**src/rtl/dac_spi_pkg.sv**
```systemverilog
// Shared types and helpers for the DAC SPI register controller.
// Build option: DAC_SPI_INIT_VERIFY_EN adds read-back of every init write.
package dac_spi_pkg;

  typedef enum logic [2:0] {
    RST_PULSE = 3'd0,
    INIT      = 3'd1,
    IDLE      = 3'd2,
    XFER      = 3'd3,
    DONE      = 3'd4,
    VERIFY    = 3'd5
  } state_t;

  localparam int FRAME_BITS      = 16;
  localparam int INIT_ENTRY_BITS = 24;

  // {rw, zero-padded 7-bit address, data}
  function automatic logic [FRAME_BITS-1:0] pack_frame(
    input logic       rw,
    input logic [6:0] addr,
    input logic [7:0] data
  );
    return {rw, addr, data};
  endfunction

endpackage

```
**src/rtl/dac_spi_ctrl_if.sv**
```systemverilog
// Host command bus between the system and the DAC SPI controller.
// Build option: DAC_SPI_INIT_VERIFY_EN (no effect on this bus).
interface dac_spi_ctrl_if;

  logic        cmd_trig_in;
  logic [15:0] cmd_addr_in;
  logic [15:0] cmd_data_in;
  logic [15:0] cmd_data_out;
  logic        busy_out;
  logic        done_out;
  logic        drop_out;

  modport master (
    output cmd_trig_in, cmd_addr_in, cmd_data_in,
    input  cmd_data_out, busy_out, done_out, drop_out
  );

  modport slave (
    input  cmd_trig_in, cmd_addr_in, cmd_data_in,
    output cmd_data_out, busy_out, done_out, drop_out
  );

endinterface

```
**src/rtl/dac_spi_ctrl_shifter.sv**
```systemverilog
// 16-bit SPI frame engine: SDO moves on SCK fall, SDI sampled on SCK rise.
// Build option: DAC_SPI_INIT_VERIFY_EN (no effect on this module).
module spi_frame_shifter
  import dac_spi_pkg::*;
#(
  parameter int N_DEV       = 2,
  parameter int SPI_CLK_DIV = 5
) (
  input  logic                  clk,
  input  logic                  rst_n,
  input  logic                  start,
  input  logic [N_DEV-1:0]      cs_sel,
  input  logic [FRAME_BITS-1:0] tx,
  output logic                  ready,
  output logic                  fin,
  output logic [FRAME_BITS-1:0] rx,
  output logic [N_DEV-1:0]      scs,
  output logic                  sck,
  output logic                  sdo,
  input  logic                  sdi
);

  localparam int DW = $clog2(SPI_CLK_DIV);
  localparam logic [DW-1:0] DIV_LAST = DW'(SPI_CLK_DIV - 1);

  logic                  active;
  logic [DW-1:0]         div_cnt;
  logic [5:0]            hp;
  logic [FRAME_BITS-1:0] sh;

  assign ready = ~active;
  assign sdo   = sh[FRAME_BITS-1];

  // 34 half-periods: lead-in, 32 SCK phases, lead-out
  always_ff @(posedge clk or negedge rst_n) begin
    if (!rst_n) begin
      active  <= 1'b0;
      div_cnt <= '0;
      hp      <= '0;
      sh      <= '0;
      rx      <= '0;
      scs     <= '1;
      sck     <= 1'b0;
      fin     <= 1'b0;
    end else begin
      fin <= 1'b0;
      if (!active) begin
        if (start) begin
          active  <= 1'b1;
          scs     <= ~cs_sel;
          sh      <= tx;
          div_cnt <= '0;
          hp      <= '0;
        end
      end else if (div_cnt != DIV_LAST) begin
        div_cnt <= div_cnt + 1'b1;
      end else begin
        div_cnt <= '0;
        hp      <= hp + 6'd1;
        if (hp == 6'd33) begin
          active <= 1'b0;
          scs    <= '1;
          fin    <= 1'b1;
        end else if (hp == 6'd32) begin
          sck <= 1'b0;
        end else if (!hp[0]) begin
          sck <= 1'b1;
          rx  <= {rx[FRAME_BITS-2:0], sdi};
        end else begin
          sck <= 1'b0;
          sh  <= {sh[FRAME_BITS-2:0], 1'b0};
        end
      end
    end
  end

endmodule

```
**src/rtl/dac_spi_ctrl.sv**
```systemverilog
// DAC reset pulse, init-table replay and host get/set over shared SPI.
// Build option: DAC_SPI_INIT_VERIFY_EN adds read-back of every init write.
module dac_spi_ctrl
  import dac_spi_pkg::*;
#(
  parameter int N_DEV       = 2,
  parameter int ADDR_BITS   = 5,
  parameter int SPI_CLK_DIV = 5,
  parameter int RST_CYCLES  = 255,
  parameter int INIT_DEPTH  = 1,
  parameter logic [INIT_ENTRY_BITS*((INIT_DEPTH > 0) ? INIT_DEPTH : 1)-1:0]
    INIT_TABLE = 24'h000500,
  parameter logic [7:0] GET_PREFIX = 8'h20,
  parameter logic [7:0] SET_PREFIX = 8'h21
) (
  input  logic             clk_in,
  input  logic             rst_n_in,
  dac_spi_ctrl_if.slave    bus,
  output logic             init_err_out,
  output logic             rst_out,
  output logic [N_DEV-1:0] spi_scs_out,
  output logic             spi_sck_out,
  output logic             spi_sdo_out,
  input  logic             spi_sdi_in
);

  localparam int CW = $clog2(RST_CYCLES + 1);
  localparam logic [CW-1:0] RST_LAST = CW'(RST_CYCLES - 1);
  localparam logic [4:0] DEPTH = 5'(INIT_DEPTH);
  localparam logic [7:0] NDEV8 = 8'(N_DEV);
  localparam logic [3:0] NDEV4 = 4'(N_DEV);
  localparam logic [7:0] AMASK = 8'((1 << ADDR_BITS) - 1);

  function automatic logic [6:0] pad_addr(input logic [7:0] a);
    return 7'(a & AMASK);
  endfunction

  state_t                state;
  logic [CW-1:0]         rst_cnt;
  logic [4:0]            idx;
  logic [FRAME_BITS-1:0] tx;
  logic [FRAME_BITS-1:0] rx;
  logic [N_DEV-1:0]      cs_sel;
  logic                  start;
  logic                  ready;
  logic                  fin;
  logic                  is_init;
  logic                  is_read;
  logic                  done;
  logic                  drop;
  logic [7:0]            rdata;
  logic [8:0]            off;
  logic [23:0]           entry;
  logic [7:0]            prefix;
  logic [2:0]            dev;
  logic                  is_get;
  logic                  cmd_ok;
  logic                  unused_bits;

  assign off    = {idx, 4'b0} + {1'b0, idx, 3'b0};
  assign entry  = 24'(INIT_TABLE >> off);
  assign prefix = bus.cmd_addr_in[15:8];
  assign dev    = bus.cmd_addr_in[7:5];
  assign is_get = (prefix == GET_PREFIX);
  assign cmd_ok = (is_get || prefix == SET_PREFIX)
               && ({1'b0, dev} < NDEV4);

  assign bus.busy_out     = (state != IDLE);
  assign bus.done_out     = done;
  assign bus.drop_out     = drop;
  assign bus.cmd_data_out = {8'h00, rdata};
  assign unused_bits      = ^{bus.cmd_data_in[15:8], rx[15:8]};

`ifdef DAC_SPI_INIT_VERIFY_EN
  logic       vfy;
  logic       err;
  logic [7:0] wr_data;
  assign init_err_out = err;
`else
  assign init_err_out = 1'b0;
`endif

  always_ff @(posedge clk_in or negedge rst_n_in) begin
    if (!rst_n_in) begin
      state   <= RST_PULSE;
      rst_cnt <= '0;
      rst_out <= 1'b1;
      idx     <= '0;
      tx      <= '0;
      cs_sel  <= '0;
      start   <= 1'b0;
      is_init <= 1'b0;
      is_read <= 1'b0;
      done    <= 1'b0;
      drop    <= 1'b0;
      rdata   <= '0;
`ifdef DAC_SPI_INIT_VERIFY_EN
      vfy     <= 1'b0;
      err     <= 1'b0;
      wr_data <= '0;
`endif
    end else begin
      start <= 1'b0;
      done  <= 1'b0;
      drop  <= 1'b0;
      if (bus.cmd_trig_in && state != IDLE) drop <= 1'b1;
      case (state)
        RST_PULSE: begin
          if (rst_cnt == RST_LAST) begin
            rst_out <= 1'b0;
            state   <= INIT;
          end else begin
            rst_cnt <= rst_cnt + 1'b1;
          end
        end
        INIT: begin
          if (idx == DEPTH) begin
            state <= IDLE;
          end else if (entry[23:16] >= NDEV8) begin
            idx <= idx + 5'd1;
          end else if (ready) begin
            tx      <= pack_frame(1'b0, pad_addr(entry[15:8]), entry[7:0]);
            cs_sel  <= N_DEV'(1) << entry[23:16];
            is_init <= 1'b1;
            start   <= 1'b1;
            state   <= XFER;
`ifdef DAC_SPI_INIT_VERIFY_EN
            vfy     <= 1'b0;
            wr_data <= entry[7:0];
`endif
          end
        end
        IDLE: begin
          if (bus.cmd_trig_in) begin
            if (!cmd_ok) begin
              drop <= 1'b1;
            end else begin
              tx <= pack_frame(is_get, pad_addr(bus.cmd_addr_in[7:0]),
                               is_get ? 8'h00 : bus.cmd_data_in[7:0]);
              cs_sel  <= N_DEV'(1) << dev;
              is_read <= is_get;
              is_init <= 1'b0;
              start   <= 1'b1;
              state   <= XFER;
            end
          end
        end
        XFER: begin
          if (fin) begin
            if (is_init) begin
`ifdef DAC_SPI_INIT_VERIFY_EN
              if (!vfy) begin
                state <= VERIFY;
              end else begin
                if (rx[7:0] != wr_data) err <= 1'b1;
                idx   <= idx + 5'd1;
                state <= INIT;
              end
`else
              idx   <= idx + 5'd1;
              state <= INIT;
`endif
            end else begin
              done  <= 1'b1;
              state <= DONE;
              if (is_read) rdata <= rx[7:0];
            end
          end
        end
        DONE: state <= IDLE;
`ifdef DAC_SPI_INIT_VERIFY_EN
        VERIFY: begin
          if (ready) begin
            tx    <= pack_frame(1'b1, tx[14:8], 8'h00);
            vfy   <= 1'b1;
            start <= 1'b1;
            state <= XFER;
          end
        end
`endif
        default: state <= IDLE;
      endcase
    end
  end

  spi_frame_shifter #(
    .N_DEV       (N_DEV),
    .SPI_CLK_DIV (SPI_CLK_DIV)
  ) u_shift (
    .clk    (clk_in),
    .rst_n  (rst_n_in),
    .start  (start),
    .cs_sel (cs_sel),
    .tx     (tx),
    .ready  (ready),
    .fin    (fin),
    .rx     (rx),
    .scs    (spi_scs_out),
    .sck    (spi_sck_out),
    .sdo    (spi_sdo_out),
    .sdi    (spi_sdi_in)
  );

endmodule

```
**src/flat_wrapper.sv**
```systemverilog
// flat-port wrapper written by rule: the top's interface ports become plain ports
module dac_spi_ctrl_flat import dac_spi_pkg::*;
#(
  parameter int N_DEV       = 2,
  parameter int ADDR_BITS   = 5,
  parameter int SPI_CLK_DIV = 5,
  parameter int RST_CYCLES  = 255,
  parameter int INIT_DEPTH  = 1,
  parameter logic [INIT_ENTRY_BITS*((INIT_DEPTH > 0) ? INIT_DEPTH : 1)-1:0]
    INIT_TABLE = 24'h000500,
  parameter logic [7:0] GET_PREFIX = 8'h20,
  parameter logic [7:0] SET_PREFIX = 8'h21
)
  (clk_in, rst_n_in, init_err_out, rst_out, spi_scs_out, spi_sck_out, spi_sdo_out, spi_sdi_in, bus_cmd_trig_in, bus_cmd_addr_in, bus_cmd_data_in, bus_cmd_data_out, bus_busy_out, bus_done_out, bus_drop_out);
  dac_spi_ctrl_if bus_i ();
  input  logic clk_in;
  input  logic rst_n_in;
  output logic init_err_out;
  output logic rst_out;
  output logic [N_DEV-1:0] spi_scs_out;
  output logic spi_sck_out;
  output logic spi_sdo_out;
  input  logic spi_sdi_in;
  input wire logic [$bits(bus_i.cmd_trig_in)-1:0] bus_cmd_trig_in;
  input wire logic [$bits(bus_i.cmd_addr_in)-1:0] bus_cmd_addr_in;
  input wire logic [$bits(bus_i.cmd_data_in)-1:0] bus_cmd_data_in;
  output wire logic [$bits(bus_i.cmd_data_out)-1:0] bus_cmd_data_out;
  output wire logic [$bits(bus_i.busy_out)-1:0] bus_busy_out;
  output wire logic [$bits(bus_i.done_out)-1:0] bus_done_out;
  output wire logic [$bits(bus_i.drop_out)-1:0] bus_drop_out;
  assign bus_i.cmd_trig_in = bus_cmd_trig_in;
  assign bus_i.cmd_addr_in = bus_cmd_addr_in;
  assign bus_i.cmd_data_in = bus_cmd_data_in;
  assign bus_cmd_data_out = bus_i.cmd_data_out;
  assign bus_busy_out = bus_i.busy_out;
  assign bus_done_out = bus_i.done_out;
  assign bus_drop_out = bus_i.drop_out;
  dac_spi_ctrl #(.N_DEV(N_DEV), .ADDR_BITS(ADDR_BITS), .SPI_CLK_DIV(SPI_CLK_DIV), .RST_CYCLES(RST_CYCLES), .INIT_DEPTH(INIT_DEPTH), .INIT_TABLE(INIT_TABLE), .GET_PREFIX(GET_PREFIX), .SET_PREFIX(SET_PREFIX)) u_core (.clk_in(clk_in), .rst_n_in(rst_n_in), .bus(bus_i), .init_err_out(init_err_out), .rst_out(rst_out), .spi_scs_out(spi_scs_out), .spi_sck_out(spi_sck_out), .spi_sdo_out(spi_sdo_out), .spi_sdi_in(spi_sdi_in));
endmodule
```
**config.mk**
```make
export PLATFORM = sky130hd
export DESIGN_NAME = dac_spi_ctrl_flat
export DESIGN_NICKNAME = d
export VERILOG_FILES = /design/src/rtl/dac_spi_pkg.sv /design/src/rtl/dac_spi_ctrl_if.sv /design/src/rtl/dac_spi_ctrl_shifter.sv /design/src/rtl/dac_spi_ctrl.sv /design/src/flat_wrapper.sv
export SDC_FILE = /design/constraint.sdc
export NUM_CORES = 1
export LEC_CHECK = 0
export ABC_AREA = 1
export BUFFER_PORTS_ARGS = -buffer_cell sky130_fd_sc_hd__buf_2
export CAP_MARGIN = 0
export CORE_UTILIZATION = 30
export CTS_CLUSTER_DIAMETER = 50
export DETAILED_ROUTE_END_ITERATION = 16
export SLEW_MARGIN = 20
export SYNTH_ARGS = -nofsm -noshare
export SYNTH_HDL_FRONTEND = slang
export SYNTH_HIERARCHICAL = 1
export SYNTH_SLANG_ARGS = --single-unit
```
**constraint.sdc**
```tcl
create_clock -name clk_in -period 5.4 [get_ports clk_in]
set_clock_uncertainty 0.1 [all_clocks]
set_input_delay 0.54 -clock clk_in [delete_from_list [all_inputs] [get_ports clk_in]]
set_output_delay 0.54 -clock clk_in [all_outputs]
set_load 0.005 [all_outputs]
```
### Yosys cells after proc, flatten, opt, wreduce, memory -nomap -nowiden

Index checks and enable logic that the tools add are counted.

| cells by class | value |
|---|---|
| add/sub/neg operators | 5 |
| reduce and logical (&&, ||, !) cells | 19 |
| mux-type cells | 71 |
| magnitude comparators | 2 |
| div/mod/pow operators | 0 |
| $mul | 0 |
| shift operators | 3 |
| equal/unequal tests | 27 |
| bitwise logic cells | 7 |

Operators by type and width:

| operator | number |
|---|---|
| 16-bit 2-to-1 mux | 11 |
| 3-bit 2-to-1 mux | 11 |
| 16-bit one-hot mux with 2 select lines | 1 |
| 1-bit 2-to-1 mux | 26 |
| 11-bit by 9-bit >> shifter with 24-bit output, first input constant | 1 |
| 5-bit 2-to-1 mux | 4 |
| 2-bit 2-to-1 mux | 9 |
| 6-bit 2-to-1 mux | 3 |
| 8-bit by 6-bit == test with 1-bit output, second input constant | 2 |
| 2-bit != test, second input constant | 8 |
| 5-bit AND reduction | 3 |
| 6-bit == test, second input constant | 2 |
| 2-bit by 1-bit != test with 1-bit output, second input constant | 6 |
| 3-bit one-hot mux with 4 select lines | 1 |
| 6-bit AND reduction | 2 |
| 5-bit one-hot mux with 2 select lines | 1 |
| 9-bit by 8-bit adder with 9-bit output | 1 |
| 3-bit by 2-bit != test with 1-bit output, second input constant | 3 |
| 3-bit AND reduction | 3 |
| 8-bit by 1-bit adder with 8-bit output, second input constant | 1 |
| 8-bit == test, second input constant | 1 |
| 8-bit by 2-bit greater-or-equal comparator with 1-bit output, second input constant | 1 |
| 8-bit 2-to-1 mux | 1 |
| 1-bit by 8-bit << shifter with 2-bit output, first input constant | 1 |
| 19 further kinds | 31 |

| word-level totals | value |
|---|---|
| bits of input ports | 36 |
| logic and storage cells | 154 |
| register bits | 86 |
| memories kept | 0 |
| memory bits (writable) | 0 |
| output and inout port bits | 25 |
| memory bits (read-only) | 0 |
| bits in latches | 0 |

### Depth between registers and ports, before layout

Gate-level depths: netlist of the first run.

| depth | value |
|---|---|
| depth after elaboration | 7 |
| gate-level depth with buffers | 11 |
| depth with buffers taken out | 11 |

### Cells and area by module

Netlist of the first run, hierarchy kept.

By module, submodules not included:

| module | area an instance (um2) | times used | cells an instance | seq. area each (um2) |
|---|---|---|---|---|
| dac_spi_ctrl | 2388.5 | 1 | 272 | 1152.4 |
| spi_frame_shifter | 2275.9 | 1 | 277 | 1153.6 |

### Least setup slack after synthesis of the first run

No wires, ideal clock.

| timing | value |
|---|---|
| path type | register to register |
| start | register u_core.idx[1] |
| end | register u_core.tx[0] |
| stages on the path, launching flop included | 10 |
| period minus slack after synthesis | 1.818 ns |
| setup time | 0.071 ns |
| path slack | 3.582 ns |
| data required time | 5.229 ns |
| arrival | 1.647 ns |
| buffers on the path | 0 |
| cell sequence | dfrtp_1 > ha_1 > fa_1 > nor2_1 > nor2_1 > nor2_1 > nand2_1 > nor3_1 > nor2_1 > nor2_1 |

| on the way | value |
|---|---|
| longest elaborated chain between the ends | 6 |
| elaborated cells between the ends (all ways) | 11 |

RTL lines:

| item | RTL line | RTL |
|---|---|---|
| start, declared | dac_spi_ctrl.sv:40 | `logic [4:0] idx;` |
| start signal, assigned | dac_spi_ctrl.sv:120 | `idx <= idx + 5'd1;` |
| start signal, assigned | dac_spi_ctrl.sv:160 | `idx <= idx + 5'd1;` |
| parallel branches: the longest is 6 deep, another holds 9-bit by 8-bit adder with 9-bit output | -- |  |
| end signal, assigned | dac_spi_ctrl.sv:122 | `tx <= pack_frame(1'b0, pad_addr(entry[15:8]), entry[7:0]);` |
| end signal, assigned | dac_spi_ctrl.sv:138 | `tx <= pack_frame(is_get, pad_addr(bus.cmd_addr_in[7:0]),` |
| end, declared | dac_spi_ctrl.sv:41 | `logic [FRAME_BITS-1:0] tx;` |

Parallel ways; which one is timed is not known. The select of a mux whose other input is x is not followed.
A chain may end at the register's enable or synchronous reset.

### Final worst setup path of the first run

| timing | value |
|---|---|
| start | register u_core.u_shift.active |
| end | register u_core.u_shift.sh[5] |

| on the way | value |
|---|---|
| longest elaborated chain between the ends | 2 |
| elaborated cells between the ends (all ways) | 7 |

RTL lines:

| item | RTL line | RTL |
|---|---|---|
| start, declared | dac_spi_ctrl_shifter.sv:26 | `logic active;` |
| start signal, assigned | dac_spi_ctrl_shifter.sv:37 | `active <= 1'b0;` |
| start signal, assigned | dac_spi_ctrl_shifter.sv:49 | `active <= 1'b1;` |
| start signal, assigned | dac_spi_ctrl_shifter.sv:61 | `active <= 1'b0;` |
| 2-bit != test (no line), or another cell as far along | -- |  |
| 5-bit AND reduction (no line) | -- |  |
| end signal, assigned | dac_spi_ctrl_shifter.sv:51 | `sh <= tx;` |
| end signal, assigned | dac_spi_ctrl_shifter.sv:71 | `sh <= {sh[FRAME_BITS-2:0], 1'b0};` |
| end, declared | dac_spi_ctrl_shifter.sv:29 | `logic [FRAME_BITS-1:0] sh;` |

Several ways; a longest one is shown, not always the timed one.

==> results of run 1 <==
## final timing paths
check                      cells past startpoint                   end                   from
min in group clk_in                            3          u_core/tx[4]     bus_cmd_data_in[4]
hold reg to reg                                1        u_core/rst_out         u_core/rst_out
max in group asynchronous                      1  u_core/u_shift/sh[4]               rst_n_in
hold / removal                                 1         u_core/idx[4]               rst_n_in
setup / recovery                               5  u_core/u_shift/sh[5]  u_core/u_shift/active
setup reg to reg                               5  u_core/u_shift/sh[5]  u_core/u_shift/active
## layout by cell type (no fill, tap or decap), types with 2 or more instances in the layout
master	count
nand2_4	6
o21a_1	2
inv_1	30
nand3_1	48
nand2_2	7
o21ai_1	3
a21oi_1	4
dfstp_2	3
nor3_2	2
inv_2	6
nor2_1	35
clkinv_4	2
conb_1	11
nor2_2	4
clkbuf_16	9
dfrtp_1	81
nand2_1	189
buf_2	42
xor2_1	8
ha_1	13
xnor2_1	4
bufinv_16	2
o21ai_0	12
nor2_4	4
nand4_1	8
nor3_1	4
## power groups by stage
stage | clock network, mW | logic, mW | registers, mW
finish | 0.667 | 0.0280 | 0.634
global route | 0.716 | 0.0332 | 0.633
CTS | 0.688 | 0.0292 | 0.633
detailed placement | 0 | 0.0292 | 0.645
global placement | 0 | 0.0286 | 0.645
floorplan | 0 | 0.00983 | 0.645
## stage by stage
| stage | power, mW | setup WS [ns] | instance area, sq um | utilization | hold slack, ns |
|---|---|---|---|---|---|
| after floorplan | 0.6545 | 3.582 | 4402 | - | 0.1444 |
| after global placement | 0.6735 | 2.933 | 4659 | 0.3318 | 0.3489 |
| after detailed placement | 0.6741 | 2.871 | 4659 | 0.3318 | 0.3526 |
| after CTS | 1.350 | 2.873 | 4987 | 0.3552 | 0.2814 |
| after global routing | 1.382 | 2.703 | 4991 | 0.3554 | 0.2282 |
| final | 1.328 | 2.902 | 4991 | 0.3554 | 0.1402 |
## final cells by class
cell class | count | area [sq um]
multi-input combinational | 380 | 1957
tap | 180 | 225.2
clock buffer | 11 | 242.7
clock inverter | 5 | 85.08
inverter | 39 | 153.9
sequential | 84 | 2106
timing repair buffer | 43 | 221.5
fill | 1444 | 9051
## routing by layer
layer / global-route usage / up-vias / part of all wire
met4: 0.03659 / 0 / 0.010
met2: 0.2019 / 70 / 0.45
met5: 0 / - / 0
met1: 0.1676 / 1534 / 0.50
met3: 0.03578 / 6 / 0.036
li1: - / 1697 / -
## sequential cells by signal (all words and copies together) (netlist names), 2 cells and up
| signal | count |
|---|---|
| u_core/cs_sel | 2 |
| u_core/idx | 5 |
| u_core/rdata | 8 |
| u_core/rst_cnt | 8 |
| u_core/state | 3 |
| u_core/tx | 14 |
| u_core/u_shift/div_cnt | 3 |
| u_core/u_shift/hp | 6 |
| u_core/u_shift/rx | 8 |
| u_core/u_shift/scs | 2 |
| u_core/u_shift/sh | 16 |
## worst max-delay path, delay by kind of cell (launching register included)
family	cells	cell delay, ns
buf+inv	1	0.25
flops	1	0.94
simple gates	4	1.07
==> metrics.txt, run 1 <==
Num Clock Sinks 84; RSZ-0062 raised after global routing false; vias in the first global route 3,253; CTS tree done; worst-path maximum fanout 24; post-CTS setup buffers 0; Placed Cells 726; Max-Cap Viols 0; die span in y 122.6 um; Cell Area, Synth 0.004364 sq mm; Resized cells post-CTS 0; share of cells above drive strength 1 0.1762; Peak VDD IR 127.4 uV; PD cells 266.2 mW/mm^2; Mean Syn Cell Area 8.441 sq um; synthesized instance count 517; run status complete, no violations; Vias 3,307; P_leak 2.605 nW; power share of the clock group 0.502; period utilization 0.4626; sw frac 0.2020; Routed Wire Length 8494 um; Ports 61; Setup TNS Final 0 ns; Setup Viol. Count Final 0; core outline area 0.01404 sq mm; min Tclk post-route 2.498 ns; initial antenna violation count 0; P_sw 0.2683 mW; routed wire length per instance 11.45 um; slowest cell on the critical path dfrtp_1; total CTS buffers 9; Hold-fix buffers, CTS 0; clk slew on worst S/H paths 0.06 ns; gr ovfl total 0; Seq pwr share 0.477; largest net degree at the start of global routing 85; DRC 0; Port Buf Inserts 43; Cell Chain, Critical Path inv_4, nand2_1, nand2_4, nand2_1, nand2_1; post-route insts no fill 742; H-tree Lvls 3; global router's overall resource usage 0.1270; crit end category register; Max Clock Freq 400.3 MHz; Pint 1.060 mW; CP arrival 2.62 ns; GPL Wtd Cong 0.8098; Clk Latency, worst-skew pair 0.33 ns; initial detailed-routing violation count 178; Final Hold Fails 0; count of pins over their slew limit 0; r2r setup slk 2.90 ns; critical path class reg2reg; first-pass GRT wire length 15,040 um; CP most frequent cell nand2_1; Startpoint Class register; clk buf depth 2; Hold Crit Class in2async; ant diodes 0; vias per inst 4.457; area delta synth->final 14.36%; antenna-violating nets left 0; sum of net half-perimeters after detailed placement 5928 um; combinational share of power 0.021; Layout Nets 607; slew margin rel. 0.3879; Worst-Margin Slew 0.9181 ns; Worst EP required 5.53 ns; Die Span X 122.6 um; clk root buf clkbuf_16; Syn. warnings 6; Die Area 0.01503 sq mm; Crit path largest cell delay 0.94 ns; Pre-antenna DRT Iters 4; Row Count 43; initial core utilization 0.3108
No activity file was read; power rests on OpenSTA's default activity.
==> inputs of run 2 (changes only) <==
==> constraint.sdc (replaced) <==
create_clock -name clk_in -period 2.6 [get_ports clk_in]
set_clock_uncertainty 0.1 [all_clocks]
set_input_delay 0.26 -clock clk_in [delete_from_list [all_inputs] [get_ports clk_in]]
set_output_delay 0.26 -clock clk_in [all_outputs]
set_load 0.005 [all_outputs]
==> metrics.txt, run 2 (same netlist as run 1, synthesis figures left out) <==
Final Hold Fails 0 (unchanged); gr ovfl total 0 (unchanged); GR peak layer met2; DRC 0 (unchanged); met1 usage 0.1619 (-0.005787); M3 GR Usage 0.03485 (-0.0009294); met2 usage 0.2173 (+0.01545); Top reg by flops u_core/u_shift/sh; Routed Wire Length 8722 um (+2.7%); Crit path largest cell delay 0.56 ns (-0.38 ns); Die Area 0.01503 sq mm (unchanged); clk root buf clkbuf_16; die span in y 122.6 um (unchanged); Layout Nets 612 (+0.82%); post-CTS setup buffers 0 (unchanged); Clk Latency, worst-skew pair 0.34 ns (about the same); routed wire length per instance 11.68 um (+2.0%); total CTS buffers 9 (unchanged); clk slew on worst S/H paths 0.06 ns (about the same); Startpoint Class register; Setup TNS Final 0 ns (unchanged); slowest cell on the critical path dfrtp_1; vias per inst 4.463 (+0.14%); Setup Viol. Count Final 0 (unchanged); run status complete, no violations; period utilization 0.7987 (+0.3361); clk buf depth 2 (unchanged); P_leak 2.611 nW (+0.24%); crit end category register; largest net degree at the start of global routing 46 (-46%); Cell Chain, Critical Path inv_2, ha_1, o211ai_4, nand2_4, nand2_4, nand2_1, nand2_1; initial core utilization 0.3108 (unchanged); min Tclk post-route 2.077 ns (-0.4213 ns); Pre-antenna DRT Iters 4 (unchanged); CTS tree done; post-route design area 0.005012 sq mm (+0.43%); dpl cell area 0.004695 sq mm (+0.75%); vias in the first global route 3,391 (+4.2%); CP arrival 2.25 ns (-0.37 ns); Num Clock Sinks 84 (unchanged); Top delay family on crit path simple AND/OR/NAND/NOR gates; Worst-Margin Slew 0.5925 ns (-0.3257 ns); slew margin rel. 0.6050 (+0.2171); Max-Cap Viols 0 (unchanged); global router's overall resource usage 0.1300 (+0.003026); share of cells above drive strength 1 0.1817 (+0.005501); post-route setup slack 0.5234 ns (-2.379 ns); H-tree Lvls 3 (unchanged); worst-path maximum fanout 17 (-29%); count of pins over their slew limit 0 (unchanged); Buf+Inv Stages, Crit Path 1 (unchanged); Ports 61 (unchanged); Worst EP required 2.77 ns (-2.76 ns); Vias 3,334 (+0.82%); GPL Wtd Cong 0.8066 (-0.40%); most frequent cells in the layout nand2_1 (189), dfrtp_1 (81), nand3_1 (48); ant diodes 0 (unchanged); critical path class reg2reg; initial detailed-routing violation count 227 (+28%); sum of net half-perimeters after detailed placement 6265 um (+5.7%); total power 2.630 mW (+98%); most common cell after layout, fill and taps aside nand2_1; area delta synth->final 14.85%; Max Clock Freq 481.6 MHz (+20%); Peak VDD IR 280.8 uV (+120%); antenna-violating nets left 0 (unchanged); Die Span X 122.6 um (unchanged); largest registers u_core/u_shift/sh: 16 flops, u_core/tx: 14 flops; PD cells 524.6 mW/mm^2 (+97%); first-pass GRT wire length 15,370 um (+2.2%); core outline area 0.01404 sq mm (unchanged); initial antenna violation count 0 (unchanged); Port Buf Inserts 43 (unchanged); RSZ-0062 raised after global routing false; Hold Crit Class in2reg; Row Count 43 (unchanged); max FFs per register 16 (unchanged); pre-CTS setup slack 0.5127 ns (-2.358 ns)
==> run 2: power by group <==
group          internal, mW  leakage (nW)  total [mW]  switching (mW)
Combinational        0.0232          1.39      0.0643          0.0410
Clock                 0.729         0.137        1.25           0.521
Sequential             1.31          1.08        1.32         0.00348
==> run 2: per-layer routing <==
layer	vias up	part of all wire	wire (um)
li1	1699	-	-
met1	1546	0.49	4286
met2	82	0.46	3991
met3	7	0.039	336
met4	0	0.012	108
met5	-	0	0
==> run 2: area by class of cell <==
cell class              count  area (sq um)
well taps                 180         225.2
inverters                  39         153.9
repair buffers             48         272.8
fillers                  1445          9030
clock inverters             4         31.28
flip-flops and latches     84          2106
multi-input cells         380          1957
clock buffers              12         266.5
==> run 2: stage by stage <==
stage	hold WS (ns)	cells	utilization
floorplan	-0.1356	527	-
global placement	0.1976	729	0.3343
CTS	0.004060	747	0.3569
detailed placement	0.2098	729	0.3343
finish	0.01692	747	0.3569
global route	0.02998	747	0.3569
==> run 2: worst paths after layout <==
| check | startpoint | endpoint | slack [ns] | depth (start not counted) |
|---|---|---|---|---|
| max | u_core/u_shift/hp[0] | u_core/u_shift/sh[1] | 0.52 | 7 |
| min in group asynchronous | rst_n_in | u_core/idx[4] | 0.37 | 2 |
| max reg2reg | u_core/u_shift/hp[0] | u_core/u_shift/sh[1] | 0.52 | 7 |
| min reg2reg | u_core/rst_out | u_core/rst_out | 0.36 | 1 |
| max in group asynchronous | rst_n_in | u_core/u_shift/hp[3] | 1.40 | 3 |
| min | bus_cmd_data_in[4] | u_core/tx[4] | 0.02 | 3 |
==> run 2: timing repair <==
item,in CTS,in global routing
gates resized for setup,0,0
hold buffers,2,0
endpoints found under the hold margin,42,0
==> run 2: worst register-to-register path, cell delays in order, from the launching register on <==
cell,delay (ns)
dfrtp_1,0.56
inv_2,0.13
ha_1,0.26
o211ai_4,0.38
nand2_4,0.22
nand2_4,0.22
nand2_1,0.08
nand2_1,0.06
